### src/rtl/bus_arb_pkg.sv
// bus_arb_pkg: shared state encoding, defaults and one-hot decode for the round-robin bus arbiter
package bus_arb_pkg;
  localparam int NREQ_DEF = 4;
  localparam int MAX_TENURE_DEF = 16;
  typedef enum logic [1:0] {IDLE, GRANT, TURN} state_t;
  function automatic logic [2:0] oh2idx(input logic [7:0] oh);
    logic [2:0] r;
    r = '0;
    for (int i = 0; i < 8; i++) r = oh[i] ? 3'(i) : r;
    return r;
  endfunction
endpackage

### src/rtl/bus_arb_rr_pick.sv
// rr_pick: combinational round-robin picker, first set req bit at or after ptr (wrapping) wins
module rr_pick
  import bus_arb_pkg::*;
#(
  parameter int NREQ = NREQ_DEF,
  localparam int PW = $clog2(NREQ)
) (
  input  logic [NREQ-1:0] req,
  input  logic [PW-1:0]   ptr,
  output logic [NREQ-1:0] win,
  output logic [PW-1:0]   idx
);
  always_comb begin
    win = '0;
    for (int k = NREQ - 1; k >= 0; k--)
      win = req[(int'(ptr) + k) % NREQ] ? NREQ'(1) << ((int'(ptr) + k) % NREQ) : win;
  end
  assign idx = PW'(oh2idx(8'(win)));
endmodule

### src/rtl/bus_arb_rr.sv
// bus_arb_rr: round-robin bus arbiter with registered one-hot grant and one dead turnaround cycle
// Optional tenure bound on contended owners: define TENURE_TIMEOUT_EN.
module bus_arb_rr
  import bus_arb_pkg::*;
#(
  parameter int NREQ = NREQ_DEF,
  parameter int MAX_TENURE = MAX_TENURE_DEF,
  localparam int PW = $clog2(NREQ)
) (
  input  logic            clk,
  input  logic            reset,
  input  logic [NREQ-1:0] breq,
  output logic [NREQ-1:0] grant,
  output logic [PW-1:0]   owner,
  output logic            busy,
  output logic            revoke
);
  state_t state_q, state_d;
  logic [NREQ-1:0] grant_q, grant_d, win;
  logic [PW-1:0] owner_q, owner_d, ptr_q, ptr_d, idx;
  logic busy_q, busy_d, revoke_q, revoke_d, timeout;
  rr_pick #(.NREQ(NREQ)) u_pick (.req(breq), .ptr(ptr_q), .win(win), .idx(idx));
`ifdef TENURE_TIMEOUT_EN
  localparam int CW = $clog2(MAX_TENURE + 1);
  logic [CW-1:0] cnt_q, cnt_d;
  assign timeout = cnt_q == CW'(MAX_TENURE) && |(breq & ~grant_q);
  always_comb
    cnt_d = state_d != GRANT ? '0 : state_q != GRANT ? CW'(1) :
            cnt_q == CW'(MAX_TENURE) ? cnt_q : cnt_q + 1'b1;
  always_ff @(posedge clk) cnt_q <= reset ? '0 : cnt_d;
`else
  localparam int unused_max_tenure = MAX_TENURE;
  assign timeout = 1'b0;
`endif
  always_comb begin
    state_d = state_q;
    grant_d = grant_q;
    owner_d = owner_q;
    ptr_d = ptr_q;
    revoke_d = 1'b0;
    if (state_q == GRANT) begin
      if (!breq[owner_q] || timeout) begin
        state_d = TURN;
        grant_d = '0;
        revoke_d = breq[owner_q];
      end
    end else if (|breq) begin
      state_d = GRANT;
      grant_d = win;
      owner_d = idx;
      ptr_d = idx == PW'(NREQ - 1) ? '0 : idx + 1'b1;
    end else
      state_d = IDLE;
    busy_d = |grant_d;
  end
  always_ff @(posedge clk) begin
    if (reset) begin
      state_q <= IDLE;
      grant_q <= '0;
      owner_q <= '0;
      ptr_q <= '0;
      busy_q <= 1'b0;
      revoke_q <= 1'b0;
    end else begin
      state_q <= state_d;
      grant_q <= grant_d;
      owner_q <= owner_d;
      ptr_q <= ptr_d;
      busy_q <= busy_d;
      revoke_q <= revoke_d;
    end
  end
  assign grant = grant_q;
  assign owner = owner_q;
  assign busy = busy_q;
  assign revoke = revoke_q;
endmodule

### config.mk
export PLATFORM = sky130hd
export DESIGN_NAME = bus_arb_rr
export DESIGN_NICKNAME = d
export VERILOG_FILES = /design/src/rtl/bus_arb_pkg.sv /design/src/rtl/bus_arb_rr_pick.sv /design/src/rtl/bus_arb_rr.sv
export SDC_FILE = /design/constraint.sdc
export NUM_CORES = 1
export LEC_CHECK = 0
export CAP_MARGIN = 20
export CORE_MARGIN = 8
export CORE_UTILIZATION = 57
export CTS_CLUSTER_DIAMETER = 40
export DETAILED_ROUTE_END_ITERATION = 10
export PLACE_DENSITY = 0.83
export SYNTH_ARGS = -nofsm -noshare
export SYNTH_HDL_FRONTEND = slang
export SYNTH_SLANG_ARGS = --single-unit
### constraint.sdc
create_clock -name clk -period 6.6 [get_ports clk]
set_input_delay 1.65 -clock clk [delete_from_list [all_inputs] [get_ports clk]]
set_output_delay 1.65 -clock clk [all_outputs]
set_load 0.005 [all_outputs]
* Yosys cells after proc, flatten, opt, wreduce, memory -nomap -nowiden *
Cells that the tools add are included.

storage, ports and cells
  latch bits = 0
  flip-flop bits (word level) = 11
  output and inout bits = 8
  RAM bits = 0
  bits of input ports = 6
  ROM bits = 0
  memories kept = 0

cells by class
  multiplexer cells = 27
  reduce and logical (&&, ||, !) cells = 6
  shift operators = 4
  bitwise logic cells = 4
  multiply operators = 0
  equality and inequality tests = 3
  $add $sub $neg = 4
  div/mod/pow operators = 0
  order comparisons = 5

operators by type and width
  kind                  number
  $shl 1x32->4 const A  3
  $mux 4                7
  $lt 3x4->1 const B    3
  $bmux 1 s2            5
  $mux 1                10
  $mux 2                5
  $reduce_or 4->1       2
  $lt 2x3->1 const B    2
  $reduce_or 2->1       3
  $add 2x1->2 const B   2
  $add 2x2->2 const B   2
  $shl 1x2->4 const A   1
  $and 1x1->1 const A   3
  $eq 2x1->1 const B    1
  $eq 2x2->1 const B    1
  $ne 2x2->1 const B    1
  $reduce_and 2->1      1
  $not 1->1             1

* Longest topological paths before layout *
Gate-level depths: netlist of run 1.

  word-level depth = 15
  mapped depth = 11
  gate-level depth less buffers = 8

* By module *
From an unflattened synthesis of run 1, not the netlist that was laid out.

unflattened totals
  cell total of the unflattened synthesis = 94
  area, all modules = 898.4 um^2

by module, submodules not included
  module      cells an instance  area each (um^2)  times used  seq. area each (um^2)
  bus_arb_rr  55                 514.2             1           220.2
  rr_pick     39                 384.1             1           0.0

* Least setup slack after synthesis of run 1 *
Ideal clock, no wire load.

  path kind = input to register
  start point = in breq[3]
  end point = reg busy_q (netlist: busy)
  setup slack = 3.415 ns
  path buffers = 0
  data required time = 6.462 ns
  stages on the path = 6
  arrival time = 3.046 ns
  cell sequence = mux4_2 > mux2_4 > a32o_1 > a31oi_1 > a21boi_1 > a41oi_1

on the way
  cells in the longest elaborated chain, start to end = 10

ends and longest elaborated chain
  item                                       RTL line               source
  start: declaration                         bus_arb_rr.sv:12       input logic [NREQ-1:0] breq,
  $bmux 1 s2                                 bus_arb_rr_pick.sv:16  win = req[(int'(ptr) + k) % NREQ] ? NREQ'(1) << ((int'(ptr) + k) % NREQ) : win;
  $mux 1 (implied by the code) (2 in a row)  bus_arb_rr_pick.sv:16
  $mux 4 (4 in a row)                        bus_arb_rr_pick.sv:16
  $mux 4                                     bus_arb_rr.sv:47       end else if (|breq) begin
  $mux 4 (*)                                 bus_arb_rr.sv:41       if (state_q == GRANT) begin
  $reduce_or 4->1 (*)                        bus_arb_rr.sv:54       busy_d = |grant_d;
  end signal: assignment                     bus_arb_rr.sv:69       busy_q <= busy_d;
  end: declaration                           bus_arb_rr.sv:21       logic busy_q, busy_d, revoke_q, revoke_d, timeout;

Every way passes the cells marked *; elsewhere a longest branch is shown, timed or not. The select of a mux whose other input is x is not followed.
A chain may end at the register's enable or synchronous reset.

* Worst setup path after layout of run 1 *
  start point = in breq[0]
  end point = reg busy_q (netlist: busy)

Same word-level chain as after synthesis.

==> results of run 1 <==
==> worst max-delay path, delay by kind of cell <==
family,cells,cell delay (ns)
simple gates,2,0.88
buf+inv,1,0.54
compound gates,4,0.82
==> placed cells by master, fill, tap and decap left out, drive strengths merged, types with 2 or more instances in the layout <==
cell           instances
a2111oi                2
a21oi                  3
a32oi                  2
and3                   2
clkbuf                 4
clkdlybuf4s50         12
dfxtp                 11
ha                     8
inv                    4
mux2                   4
mux2i                  5
mux4                   4
nand2                  9
nand2b                 4
nor2                  15
nor3                   2
nor3b                  2
o21ai                  3
o22ai                  2
o31ai                  3
o32ai                  2
==> stage by stage <==
step,std cells,cell area (um^2)
3_3_place_gp,135,1080
4_1_cts,139,1110
5_1_grt,139,1110
3_5_place_dp,135,1080
2_1_floorplan,113,977
6_report,139,1110
==> power by group <==
part | switching (uW) | internal, uW
logic | 178 | 163
registers | 37.8 | 89.7
clock network | 22.5 | 23.4
==> cell usage after synthesis, types with 2 or more instances <==
cell                       number
sky130_fd_sc_hd__a32oi_1        2
sky130_fd_sc_hd__a21oi_1        3
sky130_fd_sc_hd__nor2_1        15
sky130_fd_sc_hd__clkbuf_1       2
sky130_fd_sc_hd__mux2i_1        5
sky130_fd_sc_hd__nand2_1        9
sky130_fd_sc_hd__o21ai_0        3
sky130_fd_sc_hd__buf_2          3
sky130_fd_sc_hd__o32ai_1        2
sky130_fd_sc_hd__nor3b_1        2
sky130_fd_sc_hd__and3_1         2
sky130_fd_sc_hd__inv_1          4
sky130_fd_sc_hd__nand2b_1       4
sky130_fd_sc_hd__o31ai_2        2
sky130_fd_sc_hd__mux2_2         3
sky130_fd_sc_hd__nor3_1         2
sky130_fd_sc_hd__dfxtp_1       11
sky130_fd_sc_hd__mux4_2         4
sky130_fd_sc_hd__ha_1           8
sky130_fd_sc_hd__o22ai_1        2
==> worst max-delay path by stage <==
| stage | startpoint | cells after the start | slack, ns | to |
|---|---|---|---|---|
| 2_1_floorplan | breq[3] | 6 | 3.42 | busy |
| 3_3_place_gp | breq[0] | 7 | 2.68 | busy |
| 3_5_place_dp | breq[1] | 7 | 2.61 | busy |
| 4_1_cts | breq[1] | 7 | 2.89 | busy |
| 5_1_grt | breq[1] | 7 | 2.74 | busy |
| 6_report | breq[0] | 7 | 2.85 | busy |
==> sequential cells by signal, summed over array words and instances, names as in the netlist <==
| name | count |
|---|---|
| owner | 2 |
| ptr_q | 2 |
| state_q | 2 |
| grant | 4 |
| busy | 1 |
==> layout make-up <==
class,instances,area (um^2)
Multi-Input combinational cell,90,704
Fill cell,144,559
Sequential cell,11,220
Timing Repair Buffer,12,120
Clock buffer,4,26.3
Tap cell,17,21.3
Inverter,5,18.8
==> metal layers <==
layer | track usage, % | vias up
li1 | - | 435
met1 | 17.5 | 441
met2 | 23.0 | 20
met3 | 4.93 | 6
met4 | 2.86 | 0
met5 | 0 | -
==> kinds of logic after synthesis <==
family,after synthesis
AO/OA/AOI/OAI,27
adder cells (fa/ha/maj),8
buffers and inverters,12
flip-flops,11
multiplexers,13
other,1
AND/OR/NAND/NOR,41
==> impl_metrics.ini, run 1 <==
[run_status]
run_status = complete, no violations

[synth]
yosysTopAreaCell = sky130_fd_sc_hd__dfxtp_1
synth_area_um2 = 977
number_of_enable_flip_flop_cells_after_synthesis = 0
synth_xor_xnor_area_share_pct = 0
post_synth_main_area_contributors = sky130_fd_sc_hd__dfxtp_1 23%, sky130_fd_sc_hd__ha_1 10%, sky130_fd_sc_hd__mux4_2 9.2%
yosys_warnings = 0
netlist_instances = 113
synth_top_family_by_area = compound AO/OA/AOI/OAI gates
seq_area_frac_synth_pct = 22.5
synthAdderAreaFrac_pct = 10.2
synth-async-reset-ratio_pct = 0
area_fraction_in_compound_gates_after_synthesis_pct = 22.0
synth.net_count = 127
synthMuxAreaShare_pct = 19.3
netlist.area_leader.share_pct = 22.5
dominantRegCellSynth = sky130_fd_sc_hd__dfxtp_1
post_synth.cell_area_avg_um2 = 8.65
synth.ff_latch_count = 11
post_synth_num_cell_types = 45
synth_simple_gate_area_share_pct = 20.1

[clock_tree]
htree_levels = 1
cts-root-to-sink-buffers = 2
cts_tree = built
numCtsBuffers = 3
number_of_buffers_inserted_to_repair_setup_after_cts = 0
clock_insertion_delay_worst_skew_ns = 0.27
postCtsResizedCells = 0
clkTransAtPathRegs_ns = 0.07
cts-hold-fix-buffers = 0
cts_num_sinks = 11
clk_root_buffer_cell = sky130_fd_sc_hd__clkbuf_4

[global_routing]
grtUsageTotal_pct = 14.2
via_count_of_the_first_global_routing_pass = 834
pin_count_of_the_biggest_net_entering_global_routing = 22
initial_antenna_violation_count = 0
wire_length_of_the_first_global_routing_pass_um = 3790
grt_remaining_overflow = 0

[worst_setup_path]
critical_path_required_ns = 6.74
cp-end-kind = flip-flop
timing_worst_setup_path_type = in -> reg
critical_register_to_register_path_endpoint = ptr_q[0]
arrival_ns = 3.89
worst-r2r-cell-count = 8
reg2reg_setup_slack_ns = 3.32
crit_path_cell_trace = clkdlybuf4s50_1 > or4_1 > and2_1 > a32o_1 > a31oi_1 > a21boi_1 > a41oi_1
worst_setup_path_start_kind = primary input
critPathMaxFanout = 11
critical_path.reg2reg.startpoint = ptr_q[0]
critPathSlowestCell = sky130_fd_sc_hd__or4_1
maximum_single_stage_delay_on_the_critical_path_ns = 0.58

[floorplan]
row_count = 15
pin_count = 14
dieArea_um2 = 3300
starting_density_of_the_core_pct = 58.5
core_region_area_um2 = 1670
fp.dieW_um = 57.4
floorplan_die_height_um = 57.4

[finish]
finish.utilization_pct = 66.5
fraction_of_layout_instances_using_a_drive_strength_above_1_pct = 11.5
finish.net_count = 137
area.growth.synth_to_final_pct = 13.7
antenna_cells = 0

[timing]
timing.final.crit_share_pct = 56.8
tns_ns = 0
grt_setup_unrepaired = false
finalCriticalPeriod_ns = 3.75
slew_limit_fails = 0
finClkSkew_ns = 0.00422
worstMarginPinSlew_ns = 0.705
fmaxAchievable_ghz = 0.267
final_ws_setup_ns = 2.85
fin_hold_ws_ns = 0.476
setup_violations = 0
hold_viol = 0
worst_slew_margin_rel_pct = 53.0

[placed_design]
dp.final_hpwl_um = 1670
place.port_buffers = 12
detailedPlace.worstSlack_ns = 2.61
gp_routability_congestion = 0.877

[power]
p_leak_uw = 0.000420
irDropWorstVdd_uv = 296
power-per-cell-area_nw_per_um2 = 464
finalPower_uw = 515

[min_path]
hold_path.startpoint = grant[2]
min_path_cells = 2
hold_class = reg -> reg
hold_end = grant[2]

[detailed_routing]
drt_iter0_markers = 21
route.top_layer_used = met4
num_vias = 902
routed-wl-met2_um = 1060
detailroute.wirelength.met3_um = 115
vias_per_cell = 6.49
drt_pre_antenna_iters = 4
post_drt_wl_per_cell_um = 16.3
postRouteWirelength_um = 2260
ant_nets = 0
m1WireLength_um = 1060
route.detailed.drc = 0

[job]
maxCapViolations = 0
No activity file was read; power rests on OpenSTA's default activity.
==> inputs of run 2 (changes only) <==
--- a/config.mk
+++ b/config.mk
@@ -7,10 +7,10 @@
 export LEC_CHECK = 0
 export CAP_MARGIN = 20
 export CORE_MARGIN = 8
-export CORE_UTILIZATION = 57
+export CORE_UTILIZATION = 48
 export CTS_CLUSTER_DIAMETER = 40
 export DETAILED_ROUTE_END_ITERATION = 10
-export PLACE_DENSITY = 0.83
+export PLACE_DENSITY = 0.75
 export SYNTH_ARGS = -nofsm -noshare
 export SYNTH_HDL_FRONTEND = slang
 export SYNTH_SLANG_ARGS = --single-unit
==> constraint.sdc (replaced) <==
create_clock -name clk -period 3.43 [get_ports clk]
set_input_delay 0.8575 -clock clk [delete_from_list [all_inputs] [get_ports clk]]
set_output_delay 0.8575 -clock clk [all_outputs]
set_load 0.005 [all_outputs]
==> impl_metrics.ini, run 2 (synthesis results as in run 1) <==
[power]
switching_share_pct = 45.2
seq_power_share_pct = 21.9
power.share.clock_pct = 8.7
finalPower_uw = 991
p_leak_uw = 0.000429
power.share.combinational_pct = 69.4
power.internal_uw = 543
netSwitchingPower_uw = 448
irDropWorstVdd_uv = 554
power-per-cell-area_nw_per_um2 = 870

[job]
maxCapViolations = 0

[finish]
final_area_um2 = 1140
finish.net_count = 139
area.growth.synth_to_final_pct = 16.5
largest_reg_flops = 4
most_frequent_cells_in_the_layout = 15 x sky130_fd_sc_hd__nor2_1, 12 x sky130_fd_sc_hd__clkdlybuf4s50_1, 11 x sky130_fd_sc_hd__dfxtp_1, 9 x sky130_fd_sc_hd__nand2_1, 8 x sky130_fd_sc_hd__ha_1
final_cells = 151
finish.utilization_pct = 58.6
antenna_cells = 0
fraction_of_layout_instances_using_a_drive_strength_above_1_pct = 12.9
most_frequent_standard_cell_in_the_layout_excluding_fill_and_tap_cells = sky130_fd_sc_hd__nor2_1

[global_routing]
wire_length_of_the_first_global_routing_pass_um = 3730
via_count_of_the_first_global_routing_pass = 874
grtUsageTotal_pct = 12.8
initial_antenna_violation_count = 0
grt_remaining_overflow = 0
pin_count_of_the_biggest_net_entering_global_routing = 21

[placed_design]
dp.final_hpwl_um = 1670
placed_cells_incl_taps = 147
place_area_um2 = 1110
gp_routability_congestion = 0.864
place.port_buffers = 12

[timing]
worstMarginPinSlew_ns = 0.528
finalCriticalPeriod_ns = 2.88
grt_setup_unrepaired = false
tns_ns = 0
slew_limit_fails = 0
finClkSkew_ns = 0.00134
fmaxAchievable_ghz = 0.347
hold_viol = 0
setup_violations = 0
worst_slew_margin_rel_pct = 64.7
timing.final.crit_share_pct = 84.0

[min_path]
hold_path.startpoint = grant[2]
hold_class = reg -> reg

[clock_tree]
numCtsBuffers = 3
cts-hold-fix-buffers = 0
cts_tree = built
number_of_buffers_inserted_to_repair_setup_after_cts = 0
clk_root_buffer_cell = sky130_fd_sc_hd__clkbuf_4
clkTransAtPathRegs_ns = 0.06
cts_num_sinks = 11
htree_levels = 1
cts-root-to-sink-buffers = 2
clock_insertion_delay_worst_skew_ns = 0.27
postCtsResizedCells = 0

[detailed_routing]
route.detailed.drc = 0
vias_per_cell = 5.79
num_vias = 874
drt_pre_antenna_iters = 4
post_drt_wl_per_cell_um = 14.5
ant_nets = 0
postRouteWirelength_um = 2190
drt_iter0_markers = 39

[worst_setup_path]
critPathSlowestCell = sky130_fd_sc_hd__dfxtp_1
critPathMaxFanout = 9
cp-startpoint = ptr_q[1]
arrival_ns = 3.03
timing_worst_setup_path_type = reg -> reg
cp-end-kind = flip-flop
maximum_single_stage_delay_on_the_critical_path_ns = 0.57
cp_top_family = compound AO/OA/AOI/OAI gates
cp_num_buf_inv = 1
critical_path.reg2reg.startpoint = ptr_q[1]
critical_path_required_ns = 3.57
crit_path_cell_trace = inv_1 > ha_1 > mux2i_1 > o22ai_1 > a2111oi_1 > o31ai_2 > nor2b_1 > o32ai_1
worst_setup_path_start_kind = flip-flop

[run_status]
run_status = complete, no violations

[floorplan]
starting_density_of_the_core_pct = 50.3
row_count = 16
pin_count = 14
floorplan_die_height_um = 61.1
fp.dieW_um = 61.1
core_region_area_um2 = 1940
dieArea_um2 = 3740
[run 2: cell type report]
| type | count | area (um^2) |
|---|---|---|
| fill | 177 | 803 |
| multi-input combinational | 90 | 704 |
| sequential | 11 | 220 |
| timing repair buffer | 14 | 135 |
| tap | 27 | 33.8 |
| clock buffer | 4 | 26.3 |
| inverter | 5 | 18.8 |
[run 2: metrics by stage]
step                setup slack [ns]  hold slack [ns]
finish                         0.548            0.481
global route                   0.351            0.512
CTS                            0.549            0.484
detailed placement             0.338            0.477
global placement               0.385            0.490
floorplan                      0.627            0.461
[run 2: routing by layer]
metal / global-route usage, % / vias up / wire (um)
li1: - / 438 / -
met4: 4.65 / 0 / 18
met5: 0 / - / 0
met2: 19.6 / 30 / 988
met3: 4.18 / 4 / 159
met1: 16.2 / 402 / 1020
[run 2: worst paths after layout]
kind | end | slack (ns) | depth (start not counted)
setup / recovery | ptr_q[0] | 0.55 | 8
hold / removal | grant[2] | 0.48 | 2
hold reg to reg | grant[2] | 0.48 | 2
setup reg to reg | ptr_q[0] | 0.55 | 8
[run 2: power by group through the flow]
stage	sequential [uW]	combinational, uW	clock [uW]
6_report	217	687	86.3
5_1_grt	223	764	93.6
4_1_cts	216	682	87.4
3_5_place_dp	219	676	0
3_3_place_gp	219	671	0
2_1_floorplan	214	512	0
[run 2: worst min-delay path, delay by kind of cell (launching register included)]
kind / cells / cell delay [ns]
flops: 1 / 0.32
compound gates: 1 / 0.06
simple gates: 1 / 0.06
==> RTL edit: new RTL, flow settings as in run 1 <==
The package constant `NREQ_DEF` goes from 4 to 8.
--- a/src/rtl/bus_arb_pkg.sv
+++ b/src/rtl/bus_arb_pkg.sv
@@ -1,6 +1,6 @@
 // bus_arb_pkg: shared state encoding, defaults and one-hot decode for the round-robin bus arbiter
 package bus_arb_pkg;
-  localparam int NREQ_DEF = 4;
+  localparam int NREQ_DEF = 8;
   localparam int MAX_TENURE_DEF = 16;
   typedef enum logic [1:0] {IDLE, GRANT, TURN} state_t;
   function automatic logic [2:0] oh2idx(input logic [7:0] oh);
Interface: changed (resized breq, grant and owner); port bits go from 14 to 23. The function was not compared with the original's and may differ.
==> RTL edit against run 1 <==
  * Area after synthesis increased by 140%
  * Wire length increased to 3.2 times the old value
  * Power increased by 140%
  * Cell area increased by 130%
  * Sequential cell count increased by 6
  * Synthesized cell count increased to 2.5 times the old value
  * Clock power increased by 67%
  * Non-clock buffer count increased by 11
  * Critical path type unchanged
  * Clock skew increased by 2.9 ps
  * Die area increased by 97%
  * Largest cell class unchanged
  * Worst hold slack improved by 32 ps
  * Worst setup slack got worse by 1300 ps
==> RTL edit: results (changes against run 1) <==
Global route
  – Largest net degree at the start of global routing: 20 (-9.1%)
  – First-pass GRT wire length: 11.41 mm (+200%)
  – Total Routing Usage GR: 21.60% (+7.4 points)
  – Initial antenna violation count: 0 (unchanged)
  – Vias in the first global route: 2277 (+170%)

Yosys
  – Synth Flop Type: dfxtp_1
  – Synth cell types: 69 (+53%)
  – Total nets after synthesis: 304 (+140%)
  – Dominant cells by area after synthesis: mux4_2 17%, dfxtp_1 14%, ha_1 5.8%, nand2_1 4.7%, nor2_1 3.5%
  – Ys async rst share: 0% (unchanged)
  – Commonest cells in the netlist: 30 x nand2_1, 22 x nor2_1, 18 x mux4_2, 17 x dfxtp_1, 15 x a21oi_1
  – Register area share after synthesis: 14.35% (-8.2 points)
  – YS warnings: 0 (unchanged)

Hold path
  – Worst Hold Class: reg -> reg

Timing
  – Slew @ Worst Pin: 900.3 ps (+195.7 ps)
  – Max-slew violation count: 0 (unchanged)
  – Skew final: 7.105 ps (+2.889 ps)
  – Final period util: 76.16% (+19 points)
  – Final TNS setup: 0 ps (unchanged)

Final layout
  – Total Nets Final: 309 (+130%)
  – Max FFs per register: 8 (+4)
  – Layout cells sized above 1: 13.24% (+1.8 points)
  – Number of fill cells: 344 (+140%)
  – Number of diodes: 0 (unchanged)

CTS
  – Clk_lat worst skew: 250 ps (-20 ps)
  – CTS clock-pin slew for the worst setup and hold paths: 70 ps (about the same)
  – # resized after CTS: 0 (unchanged)
  – Clk buf depth: 2 (unchanged)
  – Max H-tree Level: 1 (unchanged)
  – # Post-CTS Setup Buffers: 0 (unchanged)
  – Num CTS Buffers: 3 (unchanged)
  – Root Driver: clkbuf_8

Routing
  – Pre-Repair DR Iteration Count: 5 (+1)
  – Vias: 2449 (+170%)
  – DR iter-0 viols: 462 (+2100%)
  – Avg WL per Cell: 21.18 um (+30%)

Pwr
  – Leakage Power: 0.9505 nW (+130%)
  – Switching Fraction: 52.30% (+6.0 points)
  – Peak VDD IR: 0.0003551 V (+20%)

Setup path
  – Crit Path Category: in -> reg
  – CP Data Arrival Time: 5130 ps (+1240 ps)
  – Worst r2r src: ptr_q[1]$_SDFFE_PP0P_
  – Worst setup path start: breq[6]
  – Reg2reg setup slack: 2060 ps (-1260 ps)
  – Critical path fanouts, max: 10 (-1)
  – Reg2reg end: ptr_q[2]$_SDFFE_PP0P_
  – Cell count of the worst reg-to-reg path: 13 (+5)

Placed design
  – Routability-driven placement congestion ratio: 1.018 (+16%)
  – Post-place setup slack: 1403 ps (-1211 ps)
  – PortBufs: 21 (+9)
  – HPWL Detailed: 5.301 mm (+220%)

Status
  – Status: finished clean
RTL edit: power by group through the flow:
stage | Combinational, W | Clock [W] | Sequential, W
2_1_floorplan | 0.000734 | 0 | 0.000160
3_5_place_dp | 0.000937 | 0 | 0.000190
3_3_place_gp | 0.000930 | 0 | 0.000189
5_1_grt | 0.00104 | 0.0000809 | 0.000196
4_1_cts | 0.000943 | 0.0000775 | 0.000188
6_report | 0.000969 | 0.0000765 | 0.000188
RTL edit: how the worst min path moves through the flow:
| stage | startpoint | endpoint | slack [ps] | cells past startpoint |
|---|---|---|---|---|
| after floorplan | grant[7]$_SDFF_PP0_ | grant[7]$_SDFF_PP0_ | 470 | 2 |
| after global placement | grant[7]$_SDFF_PP0_ | grant[7]$_SDFF_PP0_ | 470 | 2 |
| after detailed placement | grant[7]$_SDFF_PP0_ | grant[7]$_SDFF_PP0_ | 500 | 2 |
| after CTS | grant[7]$_SDFF_PP0_ | grant[7]$_SDFF_PP0_ | 510 | 2 |
| after global routing | grant[7]$_SDFF_PP0_ | grant[7]$_SDFF_PP0_ | 530 | 2 |
| final | grant[7]$_SDFF_PP0_ | grant[7]$_SDFF_PP0_ | 510 | 2 |
RTL edit: logic make-up (layout without fill, tap and decap cells):
group | count (synthesis) | count (layout) | synth area share, %
and+or+nand+nor | 108 | 108 | 22.90
AOI/OAI and AO/OA | 82 | 82 | 26.91
muxes | 30 | 30 | 22.48
buffers and inverters | 30 | 34 | 5.910
DFF | 17 | 17 | 14.35
adders and majority gates | 11 | 11 | 5.805
xor gates and xnor gates | 4 | 4 | 1.478
other | 1 | 1 | 0.1582
RTL edit: critical path, stage by stage:
cell and delay (ps):
clkdlybuf4s50_1 560, mux4_2 540, mux2i_1 730, nand2_1 300, o311ai_1 340, a41o_1 230, nor2_1 120, o31ai_2 100
ha_1 210, ha_1 220, nand2_1 60, a21oi_1 60
RTL edit: through the flow:
stage / power [W] / instance area (um^2) / instances / hold slack, ps / utilization [%]
2_1_floorplan: 0.0008937 / 2371 / 283 / 465.9 / -
3_3_place_gp: 0.001119 / 2545 / 333 / 471.4 / 63.62
3_5_place_dp: 0.001127 / 2545 / 333 / 499.3 / 63.62
4_1_cts: 0.001209 / 2590 / 337 / 508.1 / 64.75
5_1_grt: 0.001312 / 2590 / 337 / 533.3 / 64.75
6_report: 0.001234 / 2590 / 337 / 508.6 / 64.75
RTL edit: final cells by class:
cell class | count | share of cell area [%]
timing repair buffer | 23 | 8.696
tap | 50 | 2.415
multi-input combinational | 236 | 73.00
sequential | 17 | 13.14
clock buffer | 4 | 1.739
inverter | 7 | 1.014
RTL edit: layer usage:
metal / wire length (um) / GRT usage [%]
met1: 2985 / 29.47
met5: 0 / 0
met4: 94 / 6.909
met2: 3430 / 33.68
met3: 627 / 3.348
